===== src/rtl/alu_coproc_if.sv =====
// alu_coproc_if: operand/result bus between the FU stage and the ALU coprocessor.
//   OP1, OP2    : operands from the FU operand registers
//   ALUOP       : opcode, qualified by the OP2 strobe
//   CSR_ALU_IN  : [0] protect result, [1] OP1 strobe, [2] OP2 strobe
//   OP3         : result register
//   CSR_ALU_OUT : [0] OP1 ready, [1] OP2 ready, [2] result valid
// master = FU side, slave = coprocessor side.
interface alu_coproc_if #(
  parameter int DBITS     = 32,
  parameter int ALUOPBITS = 4
);
  logic [DBITS-1:0]     OP1;
  logic [DBITS-1:0]     OP2;
  logic [ALUOPBITS-1:0] ALUOP;
  logic [2:0]           CSR_ALU_IN;
  logic [DBITS-1:0]     OP3;
  logic [2:0]           CSR_ALU_OUT;

  modport master (
    output OP1, OP2, ALUOP, CSR_ALU_IN,
    input  OP3, CSR_ALU_OUT
  );

  modport slave (
    input  OP1, OP2, ALUOP, CSR_ALU_IN,
    output OP3, CSR_ALU_OUT
  );
endinterface


===== src/rtl/alu_coproc.sv =====
// alu_coproc: multi-cycle ALU coprocessor behind a three-bit CSR handshake.
//   clk   : single clock, rising edge
//   reset : asynchronous, active-low
//   bus   : alu_coproc_if.slave (operands, opcode, strobes, result, status)
// Logic/arith/compare ops finish in one busy cycle, shifts move one bit per
// cycle, and the optional multiplier is a 32-step shift-add.
// Optional feature macro: ALU_MUL_EN (opcode A = iterative multiply; when
// undefined, opcode A behaves as a reserved opcode).
module alu_coproc #(
  parameter int DBITS     = 32,
  parameter int ALUOPBITS = 4
) (
  input  logic        clk,
  input  logic        reset,
  alu_coproc_if.slave bus
);

  localparam int SHW = $clog2(DBITS);
`ifdef ALU_MUL_EN
  // Must be able to hold DBITS iterations for the multiply.
  localparam int CNT_W = SHW + 1;
`else
  localparam int CNT_W = SHW;
`endif

  localparam logic [ALUOPBITS-1:0] OP_ADD  = ALUOPBITS'(0);
  localparam logic [ALUOPBITS-1:0] OP_SUB  = ALUOPBITS'(1);
  localparam logic [ALUOPBITS-1:0] OP_AND  = ALUOPBITS'(2);
  localparam logic [ALUOPBITS-1:0] OP_OR   = ALUOPBITS'(3);
  localparam logic [ALUOPBITS-1:0] OP_XOR  = ALUOPBITS'(4);
  localparam logic [ALUOPBITS-1:0] OP_SLL  = ALUOPBITS'(5);
  localparam logic [ALUOPBITS-1:0] OP_SRL  = ALUOPBITS'(6);
  localparam logic [ALUOPBITS-1:0] OP_SRA  = ALUOPBITS'(7);
  localparam logic [ALUOPBITS-1:0] OP_SLT  = ALUOPBITS'(8);
  localparam logic [ALUOPBITS-1:0] OP_SLTU = ALUOPBITS'(9);
`ifdef ALU_MUL_EN
  localparam logic [ALUOPBITS-1:0] OP_MUL  = ALUOPBITS'(10);
`endif

  // DONE and HOLD share an output code but must stay distinct states.
  typedef enum logic [2:0] {
    S_OP1  = 3'd0,
    S_OP2  = 3'd1,
    S_BUSY = 3'd2,
    S_DONE = 3'd3,
    S_HOLD = 3'd4
  } state_t;

  state_t               state_q, state_d;
  logic [2:0]           csr_out_q, csr_out_d;
  logic [DBITS-1:0]     op1_q, op1_d;
  logic [DBITS-1:0]     op2_q, op2_d;
  logic [ALUOPBITS-1:0] aluop_q, aluop_d;
  logic [CNT_W-1:0]     cnt_q, cnt_d;
  logic [DBITS-1:0]     op3_q, op3_d;
`ifdef ALU_MUL_EN
  logic [DBITS-1:0]     acc_q, acc_d;
`endif

  function automatic logic [2:0] status_of(input state_t s);
    case (s)
      S_OP1:   status_of = 3'b001;
      S_OP2:   status_of = 3'b010;
      S_BUSY:  status_of = 3'b000;
      default: status_of = 3'b100;
    endcase
  endfunction

  // Number of busy cycles; a zero shift still spends one cycle.
  function automatic logic [CNT_W-1:0] iter_count(input logic [ALUOPBITS-1:0] op,
                                                  input logic [DBITS-1:0]     b);
    iter_count = CNT_W'(1);
    case (op)
      OP_SLL, OP_SRL, OP_SRA: if (b[SHW-1:0] != '0) iter_count = CNT_W'(b[SHW-1:0]);
`ifdef ALU_MUL_EN
      OP_MUL:                 iter_count = CNT_W'(DBITS);
`endif
      default: ;
    endcase
  endfunction

  function automatic logic [DBITS-1:0] simple_result(input logic [ALUOPBITS-1:0] op,
                                                     input logic [DBITS-1:0]     a,
                                                     input logic [DBITS-1:0]     b);
    case (op)
      OP_ADD:  simple_result = a + b;
      OP_SUB:  simple_result = a - b;
      OP_AND:  simple_result = a & b;
      OP_OR:   simple_result = a | b;
      OP_XOR:  simple_result = a ^ b;
      OP_SLT:  simple_result = DBITS'($signed(a) < $signed(b));
      OP_SLTU: simple_result = DBITS'(a < b);
      default: simple_result = '0;
    endcase
  endfunction

  always_comb begin
    state_d = state_q;
    op1_d   = op1_q;
    op2_d   = op2_q;
    aluop_d = aluop_q;
    cnt_d   = cnt_q;
    op3_d   = op3_q;
`ifdef ALU_MUL_EN
    acc_d   = acc_q;
`endif
    case (state_q)
      S_OP1: begin
        if (bus.CSR_ALU_IN[1]) begin
          op1_d   = bus.OP1;
          state_d = S_OP2;
        end
      end
      S_OP2: begin
        if (bus.CSR_ALU_IN[2]) begin
          op2_d   = bus.OP2;
          aluop_d = bus.ALUOP;
          cnt_d   = iter_count(bus.ALUOP, bus.OP2);
`ifdef ALU_MUL_EN
          acc_d   = '0;
`endif
          state_d = S_BUSY;
        end
      end
      S_BUSY: begin
        cnt_d = cnt_q - CNT_W'(1);
        // Shifts and the multiplier advance op1_q in place one step per cycle.
        case (aluop_q)
          OP_SLL: if (op2_q[SHW-1:0] != '0) op1_d = op1_q << 1;
          OP_SRL: if (op2_q[SHW-1:0] != '0) op1_d = op1_q >> 1;
          OP_SRA: if (op2_q[SHW-1:0] != '0) op1_d = {op1_q[DBITS-1], op1_q[DBITS-1:1]};
`ifdef ALU_MUL_EN
          OP_MUL: begin
            if (op2_q[0]) acc_d = acc_q + op1_q;
            op1_d = op1_q << 1;
            op2_d = op2_q >> 1;
          end
`endif
          default: ;
        endcase
        if (cnt_q == CNT_W'(1)) begin
          case (aluop_q)
            OP_SLL, OP_SRL, OP_SRA: op3_d = op1_d;
`ifdef ALU_MUL_EN
            OP_MUL:                 op3_d = acc_d;
`endif
            default:                op3_d = simple_result(aluop_q, op1_q, op2_q);
          endcase
          state_d = S_DONE;
        end
      end
      S_DONE: if (bus.CSR_ALU_IN[0])  state_d = S_HOLD;
      S_HOLD: if (!bus.CSR_ALU_IN[0]) state_d = S_OP1;
      default: state_d = S_OP1;
    endcase
    csr_out_d = status_of(state_d);
  end

  always_ff @(posedge clk or negedge reset) begin
    if (!reset) begin
      state_q   <= S_OP1;
      csr_out_q <= 3'b001;
      op1_q     <= '0;
      op2_q     <= '0;
      aluop_q   <= '0;
      cnt_q     <= '0;
      op3_q     <= '0;
`ifdef ALU_MUL_EN
      acc_q     <= '0;
`endif
    end else begin
      state_q   <= state_d;
      csr_out_q <= csr_out_d;
      op1_q     <= op1_d;
      op2_q     <= op2_d;
      aluop_q   <= aluop_d;
      cnt_q     <= cnt_d;
      op3_q     <= op3_d;
`ifdef ALU_MUL_EN
      acc_q     <= acc_d;
`endif
    end
  end

  assign bus.OP3         = op3_q;
  assign bus.CSR_ALU_OUT = csr_out_q;

endmodule

===== src/flat_wrapper.sv =====
// flat-port wrapper written by rule: the top's interface ports become plain ports
module alu_coproc_flat 
#(
  parameter int DBITS     = 32,
  parameter int ALUOPBITS = 4
)
  (clk, reset, bus_OP1, bus_OP2, bus_ALUOP, bus_CSR_ALU_IN, bus_OP3, bus_CSR_ALU_OUT);
  alu_coproc_if #(.DBITS(DBITS), .ALUOPBITS(ALUOPBITS)) bus_i ();
  input  logic clk;
  input  logic reset;
  input wire logic [$bits(bus_i.OP1)-1:0] bus_OP1;
  input wire logic [$bits(bus_i.OP2)-1:0] bus_OP2;
  input wire logic [$bits(bus_i.ALUOP)-1:0] bus_ALUOP;
  input wire logic [$bits(bus_i.CSR_ALU_IN)-1:0] bus_CSR_ALU_IN;
  output wire logic [$bits(bus_i.OP3)-1:0] bus_OP3;
  output wire logic [$bits(bus_i.CSR_ALU_OUT)-1:0] bus_CSR_ALU_OUT;
  assign bus_i.OP1 = bus_OP1;
  assign bus_i.OP2 = bus_OP2;
  assign bus_i.ALUOP = bus_ALUOP;
  assign bus_i.CSR_ALU_IN = bus_CSR_ALU_IN;
  assign bus_OP3 = bus_i.OP3;
  assign bus_CSR_ALU_OUT = bus_i.CSR_ALU_OUT;
  alu_coproc #(.DBITS(DBITS), .ALUOPBITS(ALUOPBITS)) u_core (.clk(clk), .reset(reset), .bus(bus_i));
endmodule

===== config.mk =====
export PLATFORM = sky130hd
export DESIGN_NAME = alu_coproc_flat
export DESIGN_NICKNAME = d
export VERILOG_FILES = /design/src/rtl/alu_coproc_if.sv /design/src/rtl/alu_coproc.sv /design/src/flat_wrapper.sv
export SDC_FILE = /design/constraint.sdc
export NUM_CORES = 1
export LEC_CHECK = 0
export ABC_AREA = 0
export CORE_MARGIN = 3
export CORE_UTILIZATION = 55
export CTS_BUF_LIST = sky130_fd_sc_hd__clkbuf_4 sky130_fd_sc_hd__clkbuf_8
export DETAILED_ROUTE_END_ITERATION = 6
export PLACE_DENSITY = 0.78
export SYNTH_ARGS = -nofsm -noshare
export SYNTH_HDL_FRONTEND = slang
export SYNTH_SLANG_ARGS = --single-unit

===== constraint.sdc =====
create_clock -name clk -period 4 [get_ports clk]
set_clock_uncertainty 0.2 [all_clocks]
set_input_delay 0.6 -clock clk [delete_from_list [all_inputs] [get_ports clk]]
set_output_delay 0.6 -clock clk [all_outputs]
set_load 0.005 [all_outputs]

[Yosys cells after proc, flatten, opt, wreduce, memory -nomap -nowiden]
Index checks and enable logic that the tools add are counted.
Widths: inputs -> output; s select.
Storage, ports and cells
  flip-flop bits (word level): 111
  bits of input ports: 73
  word-level logic and storage cells: 68
Cells by class
  add/sub/neg operators: 3
  magnitude comparators: 2
  equality and inequality tests: 21
  multiplexer cells: 19
  bitwise operators: 3
  reductions and logical operators: 13
Operator list (count)
  $pmux 32 s7: 1
  $mux 32: 4
  $pmux 32 s3: 1
  $lt 32x32->1: 2
  $pmux 32 s2: 1
  $add 32x32->32: 1
  $and 32x32->32: 1
  $or 32x32->32: 1
  $sub 32x32->32: 1
  $xor 32x32->32: 1
  $mux 31: 1
  $eq 4x3->1 const B: 7
  $mux 3: 5
  $mux 5: 3
  $pmux 3 s5: 1
  $pmux 5 s2: 1
  $reduce_bool 5->1: 2
  $eq 3x2->1 const B: 3
  $pmux 3 s3: 1
  $eq 4x2->1 const B: 2
  $eq 4x4->1 const B: 2
  $reduce_and 2->1: 4
  $eq 3x1->1 const B: 2
  $logic_not 3->1: 2
  8 further kinds: 11

[Depth between registers and ports, before layout]
Gate-level depths: netlist of run 1.
  depth in word-level cells: 5
  depth in mapped cells: 12
  depth with buffers taken out: 12

[Least setup slack after synthesis of run 1]
No wires, ideal clock.
  path kind: flip-flop to flip-flop
  start point: register u_core.op1_q[0]
  end point: register u_core.op3_q[26], in the netlist u_core.bus.OP3[26]
  library setup time: 0.126 ns
  arrival time: 2.998 ns
  required time: 3.674 ns
  path slack: 0.676 ns
  stages on the path, launching flop included: 13
  clock period less this slack: 3.324 ns
  path through: dfrtp_1 inv_1 ha_1 fa_1 o21bai_1 a211oi_1 o311ai_1 nand4_1 a2111oi_0 or4_1 nor3_1 or3_1 o32a_1
Between the ends
  word-level cells in the longest chain between the ends: 3
Ends and longest elaborated chain
  from (decl): line alu_coproc.sv:51  | logic [DBITS-1:0] op1_q, op1_d;
  from (signal assigned): line alu_coproc.sv:174  | op1_q <= op1_d;
  $sub 32x32->32 / $add 32x32->32 (equally long branches): line alu_coproc.sv:87, alu_coproc.sv:86
  $pmux 32 s7 (*): line alu_coproc.sv:85  | case (op)
  $mux 32 (*): line alu_coproc.sv:142  | case (aluop_q)
  to (signal assigned): line alu_coproc.sv:178  | op3_q <= op3_d;
  to (decl): line alu_coproc.sv:55  | logic [DBITS-1:0] op3_q, op3_d;
Every way passes the cells marked *; elsewhere a longest branch is shown, timed or not.
A chain may end at the register's enable or synchronous reset.

[Final worst setup path of run 1]
  start point: register u_core.op1_q[7]
  end point: register u_core.op3_q[25], in the netlist u_core.bus.OP3[25]
The elaborated chain is that of the path after synthesis.

==> results.json, run 1 <==
{
  "post_cts_resize_count": 0,
  "tritoncts": "yes",
  "layout_commonest_cell": "o21ai_0",
  "r2r_slack_ns": 0.18,
  "dp_slack_ns": 0.215,
  "crit_family": "compound AO/OA/AOI/OAI gates",
  "insertedDiodeCount": 0,
  "synth.top_cell.area_share_pct": 26.4,
  "fin_nets": 1640,
  "rsz0062_at_grt": "false",
  "viasPerCell": 6.84,
  "die_h_um": 144,
  "htree_levels": 3,
  "cts-root-buf": "clkbuf_8",
  "avgSynthCellArea_um2": 7.64,
  "yosysWarnings": 0,
  "drt_iter0_markers": 1442,
  "vias": 11500,
  "violations": "design-rule violations, negative hold slack",
  "start_util_pct": 57.1,
  "drtPass1Iterations": 7,
  "cap_violations": 0,
  "antenna_found_initial": 0,
  "mostFrequentLayoutCells": "146 x o21ai_0, 136 x nand2_1, 123 x a21oi_1",
  "period_share_pct": 95.4,
  "crit_fanout": 10,
  "final_core_util_pct": 66.3,
  "clk_latency_ns": 0.41,
  "fmax_mhz": 262,
  "clock-sinks": 111,
  "power_density_nw_per_um2": 993,
  "ys_async_sr_fraction_pct": 100,
  "die_x_um": 144,
  "crit_chain": "inv_1, ha_1, or3_4, or4_1, a211oi_2, o21bai_1, a221o_1, o21a_1, a211o_1, o32ai_1, a21oi_1",
  "hpwlAfterDp_um": 29300,
  "peakVddDrop_uv": 437,
  "gp_congestion": 1.05,
  "synth.area.top_cells": "dfrtp_1 26%, ha_1 14%, o21ai_0 7.0%",
  "crit_slowest_cell": "dfrtp_1",
  "yosys.area.top_type": "dfrtp_1",
  "final_cells": 1684,
  "syn_area_um2": 10400,
  "final-setup-viol-count": 0,
  "p_int_mw": 5.18,
  "area_growth_pct": 16.1,
  "drive_gt1_share_pct": 6.74,
  "clkPwrFrac_pct": 6.0,
  "core_um2": 18300,
  "clkTransAtPathRegs_ns": 0.12,
  "drc": 3,
  "ys_ff_latch": 111,
  "slowest_delay_ns": 0.51,
  "grt_first_pass_wirelength_um": 61500,
  "r2r_end": "u_core.bus.OP3[25]$_DFFE_PN0P_",
  "swShare_pct": 56.9,
  "leakage_nw": 5.15,
  "cts_buffer_depth": 2,
  "min_period_ns": 3.82,
  "io_pins": 108,
  "totalWireLength_um": 39400,
  "hold_buffers": 0,
  "p_sw_mw": 6.83,
  "slew_headroom_pct": 28.9,
  "yosysUniqueCellTypes": 69,
  "avgRoutedWirePerCell_um": 23.4,
  "rows": 49,
  "power.total_mw": 12.0,
  "r2r_start": "u_core.op1_q[7]$_DFFE_PN0P_",
  "drv_slew": 0,
  "crit_path_end_kind": "flop",
  "p_seq_share_pct": 19.3,
  "worstSetupPathType": "reg -> reg",
  "postSynthCellCount": 1365,
  "pwr-share-comb_pct": 74.8,
  "synth-seq-area-share_pct": 26.6,
  "grt_max_degree": 67,
  "whs_ns": -0.0111,
  "outcome": "complete, but fails checks",
  "die_area_um2": 20700,
  "synth_flop_cell": "dfrtp_1",
  "critical_path.startpoint_type": "flop",
  "post-cts-setup-buffer-count": 0,
  "crit_buf_inv": 1,
  "grt_pass1_vias": 11000,
  "drtAntennaViolNets": 0,
  "dp.cells": 1668,
  "crit_required_ns": 4.11,
  "finalWorstSetupSlack_ns": 0.182,
  "rr_worst_depth": 11,
  "grtUsageTotal_pct": 38.0,
  "synth_fp_nets": 1555,
  "synth_edf_count": 0,
  "cts_buffers": 9,
  "min_path_type": "in -> async",
  "hold_violations": 6,
  "arrival_ns": 3.93,
  "tightestPinTransition_ns": 1.06,
  "grt-ovfl-total": 0,
  "fin_tns_setup_ns": 0,
  "numPortBuffers": 107
}
-- per-stage QoR --
stage          cell area, µm²  hold WS [ns]
6_report                12100       -0.0111
5_1_grt                 12100        0.0362
4_1_cts                 12100       0.00918
3_5_place_dp            11900         0.274
3_3_place_gp            11900         0.264
2_1_floorplan           10400         0.104
-- area by class of cell --
| cell class | count | area, µm² |
|---|---|---|
| sequential | 111 | 2780 |
| inverter | 97 | 364 |
| fill | 1624 | 6170 |
| multi-input combinational | 1069 | 6990 |
| timing repair buffer | 162 | 1490 |
| tap | 229 | 287 |
| clock buffer | 10 | 131 |
| clock inverter | 6 | 57.6 |
-- layer usage --
layer | share of wire (%) | global-route usage [%]
met2 | 43 | 57.9
met3 | 11 | 8.12
met1 | 42 | 52.8
met4 | 4.3 | 15.4
met5 | 0 | 0
-- power groups by stage --
| stage | Clock [mW] | Sequential (mW) | Combinational, mW |
|---|---|---|---|
| after floorplan | 0 | 2.09 | 5.92 |
| after global placement | 0 | 2.28 | 8.58 |
| after detailed placement | 0 | 2.30 | 8.66 |
| after CTS | 0.728 | 2.28 | 8.70 |
| after global routing | 0.774 | 2.38 | 9.78 |
| final | 0.717 | 2.31 | 8.99 |
-- state kept, by name, summed over array words and instances (netlist names) --
register                count
u_core.bus.OP3             32
u_core.op1_q               32
u_core.op2_q               32
u_core.cnt_q                5
u_core.aluop_q              4
u_core.bus.CSR_ALU_OUT      3
u_core.state_q              3
-- cells by family after synthesis --
group,Yosys count,share of synthesized area (%)
buffers and inverters,185,6.79
xor gates and xnor gates,8,0.672
AOI/OAI and AO/OA,548,34.2
DFF,111,26.6
and+or+nand+nor,395,17.5
muxes,1,0.0960
adders and majority gates,117,14.2
-- synth_stat cells (all sizes together), types with 15 or more instances --
cell	count
a21oi	123
o221ai	23
a211oi	25
nand2	136
dfrtp	110
a31oi	30
nor2	117
a21o	15
nor3	26
nand3	25
clkbuf	79
a221oi	28
ha	115
o21ai	147
nor2b	15
o22ai	32
inv	95
-- how the worst max path moves through the flow --
| stage | end | from | depth (start not counted) | slack, ns |
|---|---|---|---|---|
| finish | u_core.bus.OP3[25]$_DFFE_PN0P_ | u_core.op1_q[7]$_DFFE_PN0P_ | 11 | 0.18 |
| global placement | u_core.bus.OP3[26]$_DFFE_PN0P_ | u_core.op1_q[0]$_DFFE_PN0P_ | 12 | 0.35 |
| global route | u_core.bus.OP3[26]$_DFFE_PN0P_ | u_core.op1_q[0]$_DFFE_PN0P_ | 12 | 0.04 |
| floorplan | u_core.bus.OP3[26]$_DFFE_PN0P_ | u_core.op1_q[0]$_DFFE_PN0P_ | 12 | 0.68 |
| CTS | u_core.bus.OP3[26]$_DFFE_PN0P_ | u_core.op1_q[0]$_DFFE_PN0P_ | 12 | 0.17 |
| detailed placement | u_core.bus.OP3[26]$_DFFE_PN0P_ | u_core.op1_q[0]$_DFFE_PN0P_ | 12 | 0.21 |
Note: power is estimated with default switching activity, not from simulation.
==> inputs of run 2 (changes only) <==
DONT_BUFFER_PORTS = 1   (was default)
PLACE_DENSITY = 0.7   (was 0.78)
==> run 2 against run 1 <==
The run now ends clean. Combinational power fell by 3.0%. Clock-buffer cell count fell by 1. Die area did not move. Total power fell by 2.2%. Clock power rose by 3%. Critical endpoint unchanged. Highest routed layer is now met5.
==> results.json, run 2 (same netlist as run 1, synthesis figures left out) <==
{
  "outcome": "completed",
  "min_period_ns": 3.83,
  "min_path_type": "in -> reg",
  "final_core_util_pct": 61.1,
  "fin_area_um2": 11200,
  "numPortBuffers": 0,
  "cts_buffer_depth": 2,
  "cap_violations": 0,
  "worstSetupPathType": "reg -> reg",
  "vias": 11100,
  "clk_latency_ns": 0.42,
  "hold_violations": 0,
  "grt_use_met1_pct": 49.1,
  "grt_pass1_vias": 10300,
  "drtAntennaViolNets": 0,
  "rows": 49,
  "crit_required_ns": 4.11,
  "mostFrequentLayoutCells": "146 x o21ai_0, 136 x nand2_1, 123 x a21oi_1",
  "critical_path.startpoint_type": "flop",
  "grt_max_degree": 112,
  "power_density_nw_per_um2": 1050,
  "clock-sinks": 111,
  "totalWireLength_um": 37900,
  "peakVddDrop_uv": 446,
  "die_area_um2": 20700,
  "grt_first_pass_wirelength_um": 58100,
  "drtPass1Iterations": 5,
  "dp_slack_ns": 0.166,
  "crit_chain": "inv_1, ha_1, or3_4, or4_1, a211oi_2, o21bai_1, a221o_1, o21a_1, a211o_1, o32ai_1, a21oi_1",
  "rsz0062_at_grt": "false",
  "crit_slowest_cell": "dfrtp_1",
  "tightestPinTransition_ns": 0.931,
  "period_share_pct": 95.8,
  "clkTransAtPathRegs_ns": 0.13,
  "slew_headroom_pct": 37.7,
  "avgRoutedWirePerCell_um": 23.9,
  "drc": 0,
  "fill_cells": 1727,
  "fin_tns_setup_ns": 0,
  "area_growth_pct": 6.95,
  "crit_path_end_kind": "flop",
  "drt_iter0_markers": 1268,
  "crit_fanout": 9,
  "cts_buffers": 9,
  "slowest_delay_ns": 0.51,
  "finalWorstSetupSlack_ns": 0.169,
  "htree_levels": 3,
  "viasPerCell": 6.96,
  "fmax_mhz": 261,
  "fin_nets": 1543,
  "final_cells": 1589,
  "dp.cells": 1569,
  "die_h_um": 144,
  "die_x_um": 144,
  "arrival_ns": 3.94,
  "tritoncts": "yes",
  "crit_buf_inv": 1,
  "placed_cell_area_um2": 10900,
  "hpwlAfterDp_um": 27500,
  "leakage_nw": 4.79,
  "layout_commonest_cell": "o21ai_0",
  "start_util_pct": 57.1,
  "post-cts-setup-buffer-count": 0,
  "core_um2": 18300,
  "cts-root-buf": "clkbuf_8",
  "grtUsageTotal_pct": 36.1,
  "crit_family": "compound AO/OA/AOI/OAI gates",
  "antenna_found_initial": 3,
  "drv_slew": 0,
  "final-setup-viol-count": 0,
  "drive_gt1_share_pct": 7.88,
  "use_met3_pct": 9.05,
  "grt-ovfl-total": 0,
  "gr-usage-met2_pct": 55.3,
  "gp_congestion": 1.04,
  "busiest_layer": "met2",
  "io_pins": 108
}
-- run 2: stage by stage --
stage,hold slack [ns],power (mW)
after floorplan,0.104,8.01
after global placement,0.108,10.6
after detailed placement,0.108,10.6
after CTS,0.0689,11.5
after global routing,0.0704,12.6
final,0.0771,11.7
-- run 2: repair_timing --
action,in CTS,in global routing
resized for setup,0,2
endpoints found under the hold margin,111,0
endpoints found under the setup margin,0,2
hold buffers,2,0
-- run 2: final cells by class --
type	instances	area, µm²	share of cell area (%)
repair buffers	65	510	4.58
clock inverters	7	85.1	0.763
multi-input cells	1069	7000	62.7
well taps	229	287	2.57
diodes	2	5.00	0.0449
clock buffers	9	124	1.11
inverters	97	364	3.26
flip-flops and latches	111	2780	24.9
-- run 2: worst register-to-register path, cell delays in order, from the launching register on --
cell and delay (ns):
dfrtp_1 0.51, inv_1 0.09, ha_1 0.41, or3_4 0.43, or4_1 0.43, a211oi_2 0.33, o21bai_1 0.15, a221o_1 0.38
o21a_1 0.23, a211o_1 0.31, o32ai_1 0.14, a21oi_1 0.10
-- run 2: per-layer routing --
metal / wire length, µm / share of wire [%]
met5: 32 / 0.084
met4: 1530 / 4.0
met3: 4080 / 11
met2: 16700 / 44
met1: 15600 / 41
-- run 2: worst paths after layout --
| kind | startpoint | depth (start not counted) | slack [ns] | endpoint |
|---|---|---|---|---|
| max reg2reg | u_core.op1_q[9]$_DFFE_PN0P_ | 11 | 0.17 | u_core.bus.OP3[25]$_DFFE_PN0P_ |
| max | u_core.op1_q[9]$_DFFE_PN0P_ | 11 | 0.17 | u_core.bus.OP3[25]$_DFFE_PN0P_ |
| min reg2reg | u_core.bus.OP3[6]$_DFFE_PN0P_ | 2 | 0.33 | u_core.bus.OP3[6]$_DFFE_PN0P_ |
| min | bus_ALUOP[0] | 2 | 0.08 | u_core.aluop_q[0]$_DFFE_PN0P_ |
| max in group asynchronous | reset | 2 | 2.48 | u_core.op1_q[25]$_DFFE_PN0P_ |
| min in group asynchronous | reset | 2 | 0.56 | u_core.op2_q[26]$_DFFE_PN0P_ |
-- run 2: where the power goes --
| group | total (mW) | leakage [nW] | switching, mW | internal (mW) |
|---|---|---|---|---|
| logic | 8.72 | 3.32 | 5.64 | 3.09 |
| registers | 2.29 | 1.37 | 0.650 | 1.64 |
| clock network | 0.735 | 0.101 | 0.483 | 0.252 |
